===== config.mk =====
export PLATFORM = sky130hd
export DESIGN_NAME = serial_word_loader
export DESIGN_NICKNAME = d
export VERILOG_FILES = /design/src/rtl/serial_word_loader_pkg.sv /design/src/rtl/serial_word_loader_sipo_shift_reg.sv /design/src/rtl/serial_word_loader.sv
export SDC_FILE = /design/constraint.sdc
export NUM_CORES = 1
export LEC_CHECK = 0
export CORE_MARGIN = 5
export CORE_UTILIZATION = 55
export DETAILED_ROUTE_END_ITERATION = 16
export PLACE_DENSITY = 0.82
export SYNTH_ARGS = -nofsm -noshare
export SYNTH_HDL_FRONTEND = slang
export SYNTH_SLANG_ARGS = --single-unit

===== constraint.sdc =====
create_clock -name clk -period 3.5 [get_ports clk]
set_input_delay 0.35 -clock clk [delete_from_list [all_inputs] [get_ports clk]]
set_output_delay 0.35 -clock clk [all_outputs]
set_load 0.1 [all_outputs]

===== src/rtl/serial_word_loader_pkg.sv =====
// -----------------------------------------------------------------------------
// serial_word_loader_pkg
// Shared definitions for the serial word loader and the 5-bit SR-latch
// storage wrapper it drives.
//   WORD_WIDTH  : default data width of the storage block
//   state_t     : 3-bit loader FSM state encoding
//   width_min1  : clamps a computed counter width to at least one bit
// -----------------------------------------------------------------------------
package serial_word_loader_pkg;

    localparam int WORD_WIDTH = 5;

    typedef enum logic [2:0] {
        ST_IDLE   = 3'd0,
        ST_SHIFT  = 3'd1,
        ST_SETUP  = 3'd2,
        ST_WRITE  = 3'd3,
        ST_HOLD   = 3'd4,
        ST_VERIFY = 3'd5,
        ST_RESP   = 3'd6
    } state_t;

    // $clog2 returns 0 for an argument of 1; a register still needs one bit.
    function automatic int width_min1(input int v);
        return (v < 1) ? 1 : v;
    endfunction

endpackage


===== src/rtl/serial_word_loader_sipo_shift_reg.sv =====
// -----------------------------------------------------------------------------
// sipo_shift_reg
// Serial-in / parallel-out word register. Each loaded bit is written at the
// index given by the bit counter (LSB first), then the counter increments.
// The counter saturates at WIDTH until cleared.
//   clk, rst_n  : clock, asynchronous active-low reset
//   clear       : synchronous clear of word and counter (wins over load_en)
//   load_en     : store ser_in at position count and increment count
//   ser_in      : serial data bit
//   par_out     : registered assembled word
//   par_next    : value par_out will take at the next clock edge
//   count       : number of bits stored so far (0..WIDTH)
// -----------------------------------------------------------------------------
module sipo_shift_reg #(
    parameter int WIDTH = 5,
    localparam int CW   = $clog2(WIDTH + 1)
) (
    input  logic             clk,
    input  logic             rst_n,
    input  logic             clear,
    input  logic             load_en,
    input  logic             ser_in,
    output logic [WIDTH-1:0] par_out,
    output logic [WIDTH-1:0] par_next,
    output logic [CW-1:0]    count
);

    logic [WIDTH-1:0] par_q, par_d;
    logic [CW-1:0]    count_q, count_d;

    always_comb begin
        par_d   = par_q;
        count_d = count_q;
        if (clear) begin
            par_d   = '0;
            count_d = '0;
        end else if (load_en && (count_q < CW'(WIDTH))) begin
            par_d[count_q] = ser_in;
            count_d        = count_q + CW'(1);
        end
    end

    always_ff @(posedge clk or negedge rst_n) begin
        if (!rst_n) begin
            par_q   <= '0;
            count_q <= '0;
        end else begin
            par_q   <= par_d;
            count_q <= count_d;
        end
    end

    assign par_out  = par_q;
    assign par_next = par_d;
    assign count    = count_q;

endmodule


===== src/rtl/serial_word_loader.sv =====
// -----------------------------------------------------------------------------
// serial_word_loader
// Write controller for the 5-bit SR-latch storage block. Collects WIDTH serial
// bits (LSB first) over a valid/ready handshake, presents the word to the
// latches with set-up, strobe and hold phases, reads the latch outputs back
// and reports done, or err once the retry budget is spent.
//   clk, rst_n        : clock, asynchronous active-low reset
//   ser_valid/ser_data: serial bit stream in; ser_ready accepts it
//   mem_en, mem_wr    : storage enable (i) and write select (s0)
//   mem_d             : storage data inputs i0..i4
//   mem_q             : storage outputs o0..o4
//   busy              : high whenever the FSM is not in IDLE
//   done, err         : one-cycle result pulses (mutually exclusive)
//
// state  | meaning
// IDLE   | waiting for the first bit of a word
// SHIFT  | collecting the remaining bits, stalls on ser_valid low
// SETUP  | word driven on mem_d, strobes low (latch data set-up)
// WRITE  | mem_en/mem_wr high for WRITE_CYCLES cycles
// HOLD   | strobes low, mem_d held (latch data hold)
// VERIFY | compare mem_q with the word, retry or finish
// RESP   | done or err pulse, counters cleared
// -----------------------------------------------------------------------------
module serial_word_loader
    import serial_word_loader_pkg::*;
#(
    parameter int WIDTH        = WORD_WIDTH,
    parameter int WRITE_CYCLES = 2,
    parameter int MAX_RETRY    = 1
) (
    input  logic             clk,
    input  logic             rst_n,
    input  logic             ser_valid,
    input  logic             ser_data,
    output logic             ser_ready,
    output logic             mem_en,
    output logic             mem_wr,
    output logic [WIDTH-1:0] mem_d,
    input  logic [WIDTH-1:0] mem_q,
    output logic             busy,
    output logic             done,
    output logic             err
);

    localparam int CW  = $clog2(WIDTH + 1);
    localparam int WCW = width_min1($clog2(WRITE_CYCLES));
    localparam int RCW = width_min1($clog2(MAX_RETRY + 1));

    state_t           state_q, state_d;
    logic [WCW-1:0]   wcnt_q, wcnt_d;
    logic [RCW-1:0]   retry_q, retry_d;
    logic             ser_ready_q, ser_ready_d;
    logic             strobe_q, strobe_d;
    logic [WIDTH-1:0] mem_d_q, mem_d_d;
    logic             done_q, done_d;
    logic             err_q, err_d;

    logic             accept;
    logic             last_bit;
    logic             shift_load;
    logic             shift_clear;
    logic [WIDTH-1:0] word;
    logic [WIDTH-1:0] word_next;
    logic [CW-1:0]    bit_cnt;

    sipo_shift_reg #(
        .WIDTH (WIDTH)
    ) u_sipo (
        .clk      (clk),
        .rst_n    (rst_n),
        .clear    (shift_clear),
        .load_en  (shift_load),
        .ser_in   (ser_data),
        .par_out  (word),
        .par_next (word_next),
        .count    (bit_cnt)
    );

    assign accept   = ser_valid && ser_ready_q;
    assign last_bit = (bit_cnt == CW'(WIDTH - 1));

    always_comb begin
        state_d     = state_q;
        wcnt_d      = wcnt_q;
        retry_d     = retry_q;
        shift_load  = 1'b0;
        shift_clear = 1'b0;
        done_d      = 1'b0;
        err_d       = 1'b0;

        case (state_q)
            ST_IDLE, ST_SHIFT: begin
                if (accept) begin
                    shift_load = 1'b1;
                    state_d    = last_bit ? ST_SETUP : ST_SHIFT;
                end
            end
            ST_SETUP: begin
                wcnt_d  = WCW'(WRITE_CYCLES - 1);
                state_d = ST_WRITE;
            end
            ST_WRITE: begin
                if (wcnt_q == '0) begin
                    state_d = ST_HOLD;
                end else begin
                    wcnt_d = wcnt_q - WCW'(1);
                end
            end
            ST_HOLD: begin
                state_d = ST_VERIFY;
            end
            ST_VERIFY: begin
                if (mem_q == word) begin
                    done_d  = 1'b1;
                    state_d = ST_RESP;
                end else if (retry_q < RCW'(MAX_RETRY)) begin
                    retry_d = retry_q + RCW'(1);
                    state_d = ST_SETUP;
                end else begin
                    err_d   = 1'b1;
                    state_d = ST_RESP;
                end
            end
            ST_RESP: begin
                shift_clear = 1'b1;
                retry_d     = '0;
                state_d     = ST_IDLE;
            end
            default: begin
                state_d = ST_IDLE;
            end
        endcase

        // Outputs are registered from the next state so they line up with
        // the state register and cannot glitch.
        ser_ready_d = (state_d == ST_IDLE) || (state_d == ST_SHIFT);
        strobe_d    = (state_d == ST_WRITE);
        // The final bit lands in the shift register on the same edge that
        // enters SETUP, so load mem_d from the shift register's next value.
        mem_d_d     = (shift_load && last_bit) ? word_next : mem_d_q;
    end

    always_ff @(posedge clk or negedge rst_n) begin
        if (!rst_n) begin
            state_q     <= ST_IDLE;
            wcnt_q      <= '0;
            retry_q     <= '0;
            ser_ready_q <= 1'b0;
            strobe_q    <= 1'b0;
            mem_d_q     <= '0;
            done_q      <= 1'b0;
            err_q       <= 1'b0;
        end else begin
            state_q     <= state_d;
            wcnt_q      <= wcnt_d;
            retry_q     <= retry_d;
            ser_ready_q <= ser_ready_d;
            strobe_q    <= strobe_d;
            mem_d_q     <= mem_d_d;
            done_q      <= done_d;
            err_q       <= err_d;
        end
    end

    assign ser_ready = ser_ready_q;
    assign mem_en    = strobe_q;
    assign mem_wr    = strobe_q;
    assign mem_d     = mem_d_q;
    assign busy      = (state_q != ST_IDLE);
    assign done      = done_q;
    assign err       = err_q;

endmodule


==> impl_results.md, run 1 <==
- Post-Place Setup Slack: 1.335 ns
- Placed cell areas: 0.001359 sq mm
- Sink Count: 22
- Detailed Place HPWL: 1.777 mm
- Max frequency: 393.9 MHz
- Layout net count: 139
- Area Growth Syn to Fin: 19.36%
- Hold path endpoint: mem_d[4]$_DFFE_PN0P_
- Unrepaired setup endpoints after global routing: false
- Post-synth EDFFs: 0
- RR Startpoint: u_sipo.count[2]$_DFFE_PN0P_
- Cells after synthesis: 112
- Synth Flop Type: dfrtp_1
- Synthesized cell area: 0.001182 sq mm
- Setup ws final: 0.9615 ns
- Yosys warning count: 0
- First-pass GRT wire length: 4.126 mm
- Setup slack, reg-to-reg: 1.63 ns
- Final number of max-transition violations: 0
- Initial antenna violation count: 0
- Final Setup Violations: 0
- FF-to-FF End: mem_d[4]$_DFFE_PN0P_
- Worst EP arrival: 2.19 ns
- XOR/XNOR share of the synthesized area: 0.05185
- Post-cts repair resize count: 0
- Worst hold path class: reg2reg
- Worst Setup SP: state_q[2]$_DFF_PN0_
- CP Class: reg2out
- CTS root buf: clkbuf_4
- Post-Synth Simple-Gate Area: 0.2021
- Clk_skew: 0.01653 ns
- Final weighted congestion in routability-driven placement: 0.8050
- Uppermost layer routed: met4
- Setup TNS: 0 ns
- Metal3 WL: 130 microns
- Routed WL per cell: 15.53 microns
- GRT overflow: 0
- Vias in the first global route: 897
- Layout cell share with drive strength beyond 1: 0.1024
- Initial Util: 0.5906
- M1 wire length: 1.069 mm
- Core area: 0.002002 sq mm
- Finished Cell Area: 0.001411 sq mm
- CP required: 3.15 ns
- Tcrit/Tclk final: 0.7253
- Aggregate global-route resource usage: 0.1639
- Commonest non-fill, non-tap cell in the layout: dfrtp_1
- Avg Cell Area, Syn: 10.56 sq um
- #FFs+latches synth: 22
- TritonCTS buffer count: 3
- Worst R2R Path Depth: 3
- Antenna cells: 0
- Complex-gate fraction of the synthesized area: 0.1259
- Status: finished, final reports clean
- Later-pin clock latency in the skew report: 0.32 ns
- Most frequent cells in the layout: dfrtp_1, clkdlybuf4s50_1, a21oi_1
- Met2 wire len: 1.173 mm
- Post-synthesis mux area share: 0.07407
- CTS clk-pin slew, worst paths: 0.14 ns
- Min Tclk post-route: 2.538 ns
- H-Tree Depth: 1
- DRT antenna net count: 0
- Die area: 0.003177 sq mm
- Hold path depth: 1
- Final Hold Viols: 0
- Pre-antenna DRT Iters: 4
- CP startpoint kind: flip-flop
- Synth Area in Adders: 0.02116
- WL final: 2.391 mm
- Post-synthesis sequential area ratio: 0.4656
- Max-cap violation count: 0
- Async S/R FF share, synth: 1.000
- # Post-CTS Setup Buffers: 0
- Initial drt markers: 24
- Largest family of logic cells by synthesized area: simple AND/OR/NAND/NOR gates
- Vert. Die Dim: 56.37 microns
- Vias: 892
- Die X: 56.37 microns
- Crit path max fanout: 11
- Worst slew margin: 0.3432
- Largest net degree at the start of global routing: 23
- Row cnt: 16
- Yosys cell types: 43
- Worst slew pin tran: 0.9822 ns
- I/O pin count: 20
- Worst hold start: mem_d[4]$_DFFE_PN0P_
- Mapped Nets: 123
- Port Buffers: 19
- Hold WS: 0.5261 ns
- Number of vias per cell: 5.792
- Hold_buf cts: 0
- Max Buffers Root-to-Sink: 2
- CTS tree: done
- Worst Setup End Kind: primary output
- DRC Markers: 0
[Yosys cell counts, types with 2 or more instances]
library cell,n,share of area
xnor2_1,5,0.037
xor2_1,2,0.015
nor2b_1,2,0.011
or4_1,2,0.013
nand3_1,5,0.021
inv_1,6,0.019
clkbuf_1,2,0.0064
nor3_1,2,0.0085
a311oi_1,2,0.015
ha_1,2,0.021
buf_4,2,0.013
nor4_1,2,0.011
mux2_2,5,0.048
nand4_1,2,0.011
mux2i_1,2,0.017
nand3b_1,2,0.013
a21oi_1,9,0.038
dfrtp_1,22,0.47
and3_1,2,0.011
nand2_1,7,0.022
o21ai_0,5,0.021
[layout make-up]
| type | instances | area [sq um] |
|---|---|---|
| Clock buffer | 3 | 22.52 |
| Clock inverter | 1 | 30.03 |
| Fill cell | 158 | 590.6 |
| Inverter | 6 | 22.52 |
| Multi-Input combinational cell | 76 | 561.8 |
| Sequential cell | 22 | 550.5 |
| Tap cell | 27 | 33.78 |
| Timing Repair Buffer | 19 | 190.2 |
[stage by stage]
stage	std cells	util
after floorplan	112	-
after global placement	150	0.6788
after detailed placement	150	0.6788
after CTS	154	0.7050
after global routing	154	0.7050
final	154	0.7050
[how the worst max path moves through the flow]
stage | endpoint | slack (ns) | cells after the start
floorplan | mem_d[4]$_DFFE_PN0P_ | 1.42 | 4
global route | busy | 0.91 | 2
global placement | busy | 1.36 | 2
CTS | busy | 0.97 | 2
detailed placement | busy | 1.34 | 2
finish | busy | 0.96 | 2
[state kept, by name, indices dropped and copies added (netlist names)]
name / flops
u_sipo.par_out: 5
mem_d: 5
done: 1
mem_en: 1
state_q: 3
wcnt_q: 1
retry_q: 1
err: 1
ser_ready: 1
u_sipo.count: 3
[kinds of logic after synthesis]
| family | Yosys count |
|---|---|
| and+or+nand+nor | 36 |
| muxes | 8 |
| xor gates and xnor gates | 7 |
| adders and majority gates | 2 |
| AOI/OAI and AO/OA | 23 |
| DFF | 22 |
| buffers and inverters | 14 |
[routing by layer]
layer  GRT usage  up-vias
met1      0.2032      427
met5           0        -
li1            -      432
met3     0.03899        2
met2      0.2771       31
met4     0.05763        0
[worst max-delay path, cell delays in order (launching register included)]
cell	delay (ns)
dfrtp_1	0.50
or3_1	0.40
clkdlybuf4s50_1	0.97
Power of run 1 is not shown: default switching activity piles up to over one toggle a cycle in this logic, so the estimate is an artifact.
==> run 2, diff against run 1 <==
Settings changed: CORE_UTILIZATION 55 to 46, PLACE_DENSITY 0.82 to 0.73.
Clock period 3.5 ns to 2.03 ns, I/O delays scaled along.
==> run 2 against run 1 <==
Effect of this change:
- critical path depth did not move
- cell count rose by 3.9%
- routed wire length shrank 1.3%
- clock-buffer cell count unchanged
- largest cell class unchanged
- highest routed layer unchanged
==> impl_results.md, run 2 (synthesis results as in run 1) <==
- CTS root buf: clkbuf_4
- Port Buffers: 19 (unchanged)
- Max Buffers Root-to-Sink: 2 (unchanged)
- WL final: 2.359 mm (-1.3%)
- Core area: 0.002477 sq mm (+24%)
- Worst Setup End Kind: primary output
- # Post-CTS Setup Buffers: 0 (unchanged)
- Hold_buf cts: 0 (unchanged)
- Worst R2R Path Depth: 3 (unchanged)
- Detailed Place HPWL: 1.738 mm (-2.2%)
- Final number of max-transition violations: 0 (unchanged)
- Setup TNS: 0 ns (unchanged)
- Die X: 60.70 microns (+7.7%)
- Final Setup Violations: 0 (unchanged)
- Layout net count: 142 (+2.2%)
- Max frequency: 601.0 MHz
- First-pass GRT wire length: 4.043 mm (-2.0%)
- Final Hold Viols: 0 (unchanged)
- CTS tree: done
- Aggregate global-route resource usage: 0.1492 (-0.01463)
- Setup slack, reg-to-reg: 0.39 ns (-1.24 ns)
- Initial antenna violation count: 0 (unchanged)
- Sink Count: 22 (unchanged)
- Number of vias per cell: 5.519 (-4.7%)
- Initial drt markers: 18 (-25%)
- FF-to-FF End: mem_d[4]$_DFFE_PN0P_
- Die area: 0.003684 sq mm (+16%)
- Worst slew margin: 0.7719 (+0.4287)
- Antenna cells: 0 (unchanged)
- Worst slew pin tran: 0.3386 ns (-0.6436 ns)
- Largest net degree at the start of global routing: 23 (unchanged)
- Min Tclk post-route: 1.664 ns
- I/O pin count: 20 (unchanged)
- Worst hold path class: in2async
- TritonCTS buffer count: 3 (unchanged)
- Tcrit/Tclk final: 0.8196
- Row cnt: 18 (+2)
- Layout cell share with drive strength beyond 1: 0.2154 (+0.1130)
- Crit path max fanout: 11 (unchanged)
- Initial Util: 0.4773 (-0.1134)
- Max-cap violation count: 0 (unchanged)
- GRT overflow: 0 (unchanged)
- Routed WL per cell: 14.74 microns (-5.0%)
- DRT antenna net count: 0 (unchanged)
- CP required: 1.83 ns (-1.32 ns)
- CTS clk-pin slew, worst paths: 0.12 ns (-0.02 ns)
- Vias: 883 (-1.0%)
- CP Class: reg2out
- Area Growth Syn to Fin: 19.36% (unchanged)
- Pre-antenna DRT Iters: 4 (unchanged)
- RR Startpoint: state_q[1]$_DFF_PN0_
- Vias in the first global route: 903 (+0.67%)
- DRC Markers: 0 (unchanged)
- CP startpoint kind: flip-flop
- H-Tree Depth: 1 (unchanged)
- Vert. Die Dim: 60.70 microns (+7.7%)
- Status: finished, final reports clean
- Most frequent cells in the layout: dfrtp_1, buf_4, a21oi_1
- Unrepaired setup endpoints after global routing: false
- Worst EP arrival: 1.46 ns (-0.73 ns)
- Final weighted congestion in routability-driven placement: 0.7910 (-1.7%)
- Clk_skew: 0.003245 ns (-0.01329 ns)
- Later-pin clock latency in the skew report: 0.32 ns (about the same)
- Commonest non-fill, non-tap cell in the layout: dfrtp_1
- Post-cts repair resize count: 0 (unchanged)
run 2: cell count changes in the layout (fill, tap and decap cells not counted), sizes merged:
cell           previous run  this run
clkdlybuf4s50            19         8
buf                       0        14
run 2: worst max-delay path, stage by stage (launching register included):
cell and delay (ns):
dfrtp_1 0.50, or3_1 0.40, buf_4 0.24
run 2: cell type report:
type,count,area [sq um]
Clock buffer,3,22.52
Clock inverter,1,30.03
Timing Repair Buffer,22,185.2
Inverter,6,22.52
Fill cell,223,1066
Multi-Input combinational cell,76,561.8
Tap cell,30,37.54
Sequential cell,22,551.8
run 2: how the worst max path moves through the flow:
| stage | from | to | slack [ns] |
|---|---|---|---|
| after detailed placement | ser_valid | mem_d[4]$_DFFE_PN0P_ | 0.22 |
| after floorplan | ser_ready$_DFF_PN0_ | mem_d[4]$_DFFE_PN0P_ | 0.28 |
| after global routing | state_q[2]$_DFF_PN0_ | busy | 0.29 |
| after CTS | state_q[2]$_DFF_PN0_ | busy | 0.36 |
| final | state_q[2]$_DFF_PN0_ | busy | 0.37 |
| after global placement | ser_valid | mem_d[4]$_DFFE_PN0P_ | 0.26 |
run 2: layer usage:
metal  share of wire  GRT usage  vias up
li1                -          -      441
met1            0.48     0.1981      419
met2            0.46     0.2397       18
met3           0.048    0.03191        5
met4           0.018    0.05573        0
met5               0          0        -
run 2: per-stage QoR:
stage	setup slack, ns	util	cell area (sq um)	hold slack (ns)	cells
floorplan	0.2769	-	1184	-0.09259	112
global placement	0.2567	0.5485	1359	0.4874	156
detailed placement	0.2214	0.5485	1359	0.4962	156
CTS	0.3577	0.5697	1411	0.2354	160
global route	0.2890	0.5697	1411	0.2337	160
finish	0.3662	0.5697	1411	0.2202	160
Power of run 2 is left out for the same reason.
==> run 3, diff against run 2 <==
Clock period 2.03 ns to 1.4 ns, I/O delays scaled along.
==> run 3 against run 2 <==
Effect of this change:
- the flow now finishes with violations (setup timing)
- utilization up 14 points
- register-to-register slack worse by 0.45 ns
- cell area up 24%
- clock-buffer cell count unchanged
- sequential share of layout area down 7.2 points
- routed wire length up 19%
- setup slack worse by 0.43 ns
- critical path depth up 2
- worst hold slack worse by 0.063 ns
- clock skew up 0.00077 ns
- flip-flop and latch count unchanged
- critical endpoint is now mem_d[4]$_DFFE_PN0P_
- largest cell class unchanged
==> impl_results.md, run 3 (synthesis results as in run 1) <==
- Met2 usage: 0.2763 (+0.03664)
- Worst EP arrival: 1.68 ns (+0.22 ns)
- Finished Cell Area: 0.001752 sq mm (+24%)
- CP required: 1.61 ns (-0.22 ns)
- Final Setup Violations: 7 (+7)
- Initial Util: 0.4773 (unchanged)
- Post-Place Setup Slack: -0.1818 ns (-0.4032 ns)
- Routed WL per cell: 15.90 microns (+7.9%)
- Aggregate global-route resource usage: 0.1685 (+0.01928)
- Min Tclk post-route: 1.463 ns
- Row cnt: 18 (unchanged)
- Die area: 0.003684 sq mm (unchanged)
- Busiest grt layer: met2
- Clk_skew: 0.004010 ns (+0.0007653 ns)
- Commonest non-fill, non-tap cell in the layout: dfrtp_1
- Max-cap violation count: 0 (unchanged)
- GRT overflow: 0 (unchanged)
- CP Class: reg2reg
- CTS clk-pin slew, worst paths: 0.12 ns (about the same)
- DRC Markers: 0 (unchanged)
- I/O pin count: 20 (unchanged)
- Worst hold path class: in2async
- Placed cell areas: 0.001613 sq mm (+19%)
- Max Buffers Root-to-Sink: 2 (unchanged)
- Port Buffers: 19 (unchanged)
- Worst Setup End Kind: flip-flop
- Met3 usage: 0.03617 (+0.004255)
- Antenna cells: 0 (unchanged)
- Setup TNS: -0.2261 ns (-0.2261 ns)
- First-pass GRT wire length: 4.533 mm (+12%)
- Vert. Die Dim: 60.70 microns (unchanged)
- Failing checks: setup timing
- Die X: 60.70 microns (unchanged)
- Most frequent cells in the layout: dfrtp_1, buf_4, buf_12
- TritonCTS buffer count: 3 (unchanged)
- Setup ws final: -0.06323 ns (-0.4294 ns)
- Core area: 0.002477 sq mm (unchanged)
- DRT antenna net count: 0 (unchanged)
- Worst slew margin: 0.7954 (+0.02349)
- Layout cell share with drive strength beyond 1: 0.4178 (+0.2024)
- Initial antenna violation count: 0 (unchanged)
- WL final: 2.799 mm (+19%)
- Later-pin clock latency in the skew report: 0.31 ns (about the same)
- Worst slew pin tran: 0.3049 ns (-0.03370 ns)
- Vias: 998 (+13%)
- Tcrit/Tclk final: 1.045
- Hold_buf cts: 0 (unchanged)
- Vias in the first global route: 1004 (+11%)
- Detailed Place HPWL: 1.917 mm (+10%)
- CP startpoint kind: flip-flop
- H-Tree Depth: 1 (unchanged)
- Final Hold Viols: 0 (unchanged)
- Largest net degree at the start of global routing: 23 (unchanged)
- CTS tree: done
- Initial drt markers: 38 (+20)
- Layout net count: 159 (+12%)
- Final weighted congestion in routability-driven placement: 0.7791 (-1.5%)
- Max frequency: 683.4 MHz
- Crit path max fanout: 3 (-8)
- Status: complete, but fails checks
- Met1 usage: 0.2056 (+0.007482)
- Number of vias per cell: 5.670 (+2.7%)
- CTS root buf: clkbuf_4
- Pre-antenna DRT Iters: 4 (unchanged)
- Area Growth Syn to Fin: 48.15%
- Unrepaired setup endpoints after global routing: true
- Sink Count: 22 (unchanged)
- Final number of max-transition violations: 0 (unchanged)
-- run 3: final timing paths --
kind | slack [ns] | depth (start not counted) | to | start
setup / recovery | -0.06 | 4 | mem_d[4]$_DFFE_PN0P_ | state_q[2]$_DFF_PN0_
hold / removal | 0.16 | 2 | mem_d[3]$_DFFE_PN0P_ | rst_n
setup reg to reg | -0.06 | 4 | mem_d[4]$_DFFE_PN0P_ | state_q[2]$_DFF_PN0_
hold reg to reg | 0.53 | 2 | wcnt_q$_DFFE_PN0P_ | wcnt_q$_DFFE_PN0P_
max in group asynchronous | 1.00 | 2 | ser_ready$_DFF_PN0_ | rst_n
min in group clk | 0.50 | 3 | u_sipo.par_out[4]$_DFF_PN0_ | ser_data
-- run 3: layout make-up --
type / instances / area, sq um
flip-flops and latches: 22 / 558.0
repair buffers: 39 / 465.4
multi-input cells: 76 / 645.6
clock buffers: 3 / 22.52
inverters: 6 / 22.52
well taps: 30 / 37.54
fillers: 201 / 725.7
-- run 3: stage by stage --
step                hold slack (ns)  utilization  std cells
floorplan                   -0.1556            -        112
global placement             0.4886       0.6510        169
detailed placement           0.4947       0.6510        169
CTS                          0.1523       0.6727        175
global route                 0.1632       0.7071        176
finish                       0.1571       0.7071        176
-- run 3: repair_timing --
item                       4_1_cts  5_1_grt
gates resized for setup          3       18
buffers inserted                 3        1
setup endpoints to repair        2       19
cloned                           0        0
pin swaps                        2        6
-- run 3: worst max-delay path, stage by stage (launching register included) --
cell,delay [ns]
dfrtp_1,0.41
buf_6,0.12
and4bb_2,0.33
and3_4,0.21
mux2_4,0.29
-- run 3: layer usage --
layer  vias to the layer above  share of wire
li1                        469              -
met1                       498           0.43
met2                        26           0.51
met3                         5          0.046
met4                         0          0.020
met5                         -              0
Power of run 3 is left out for the same reason.
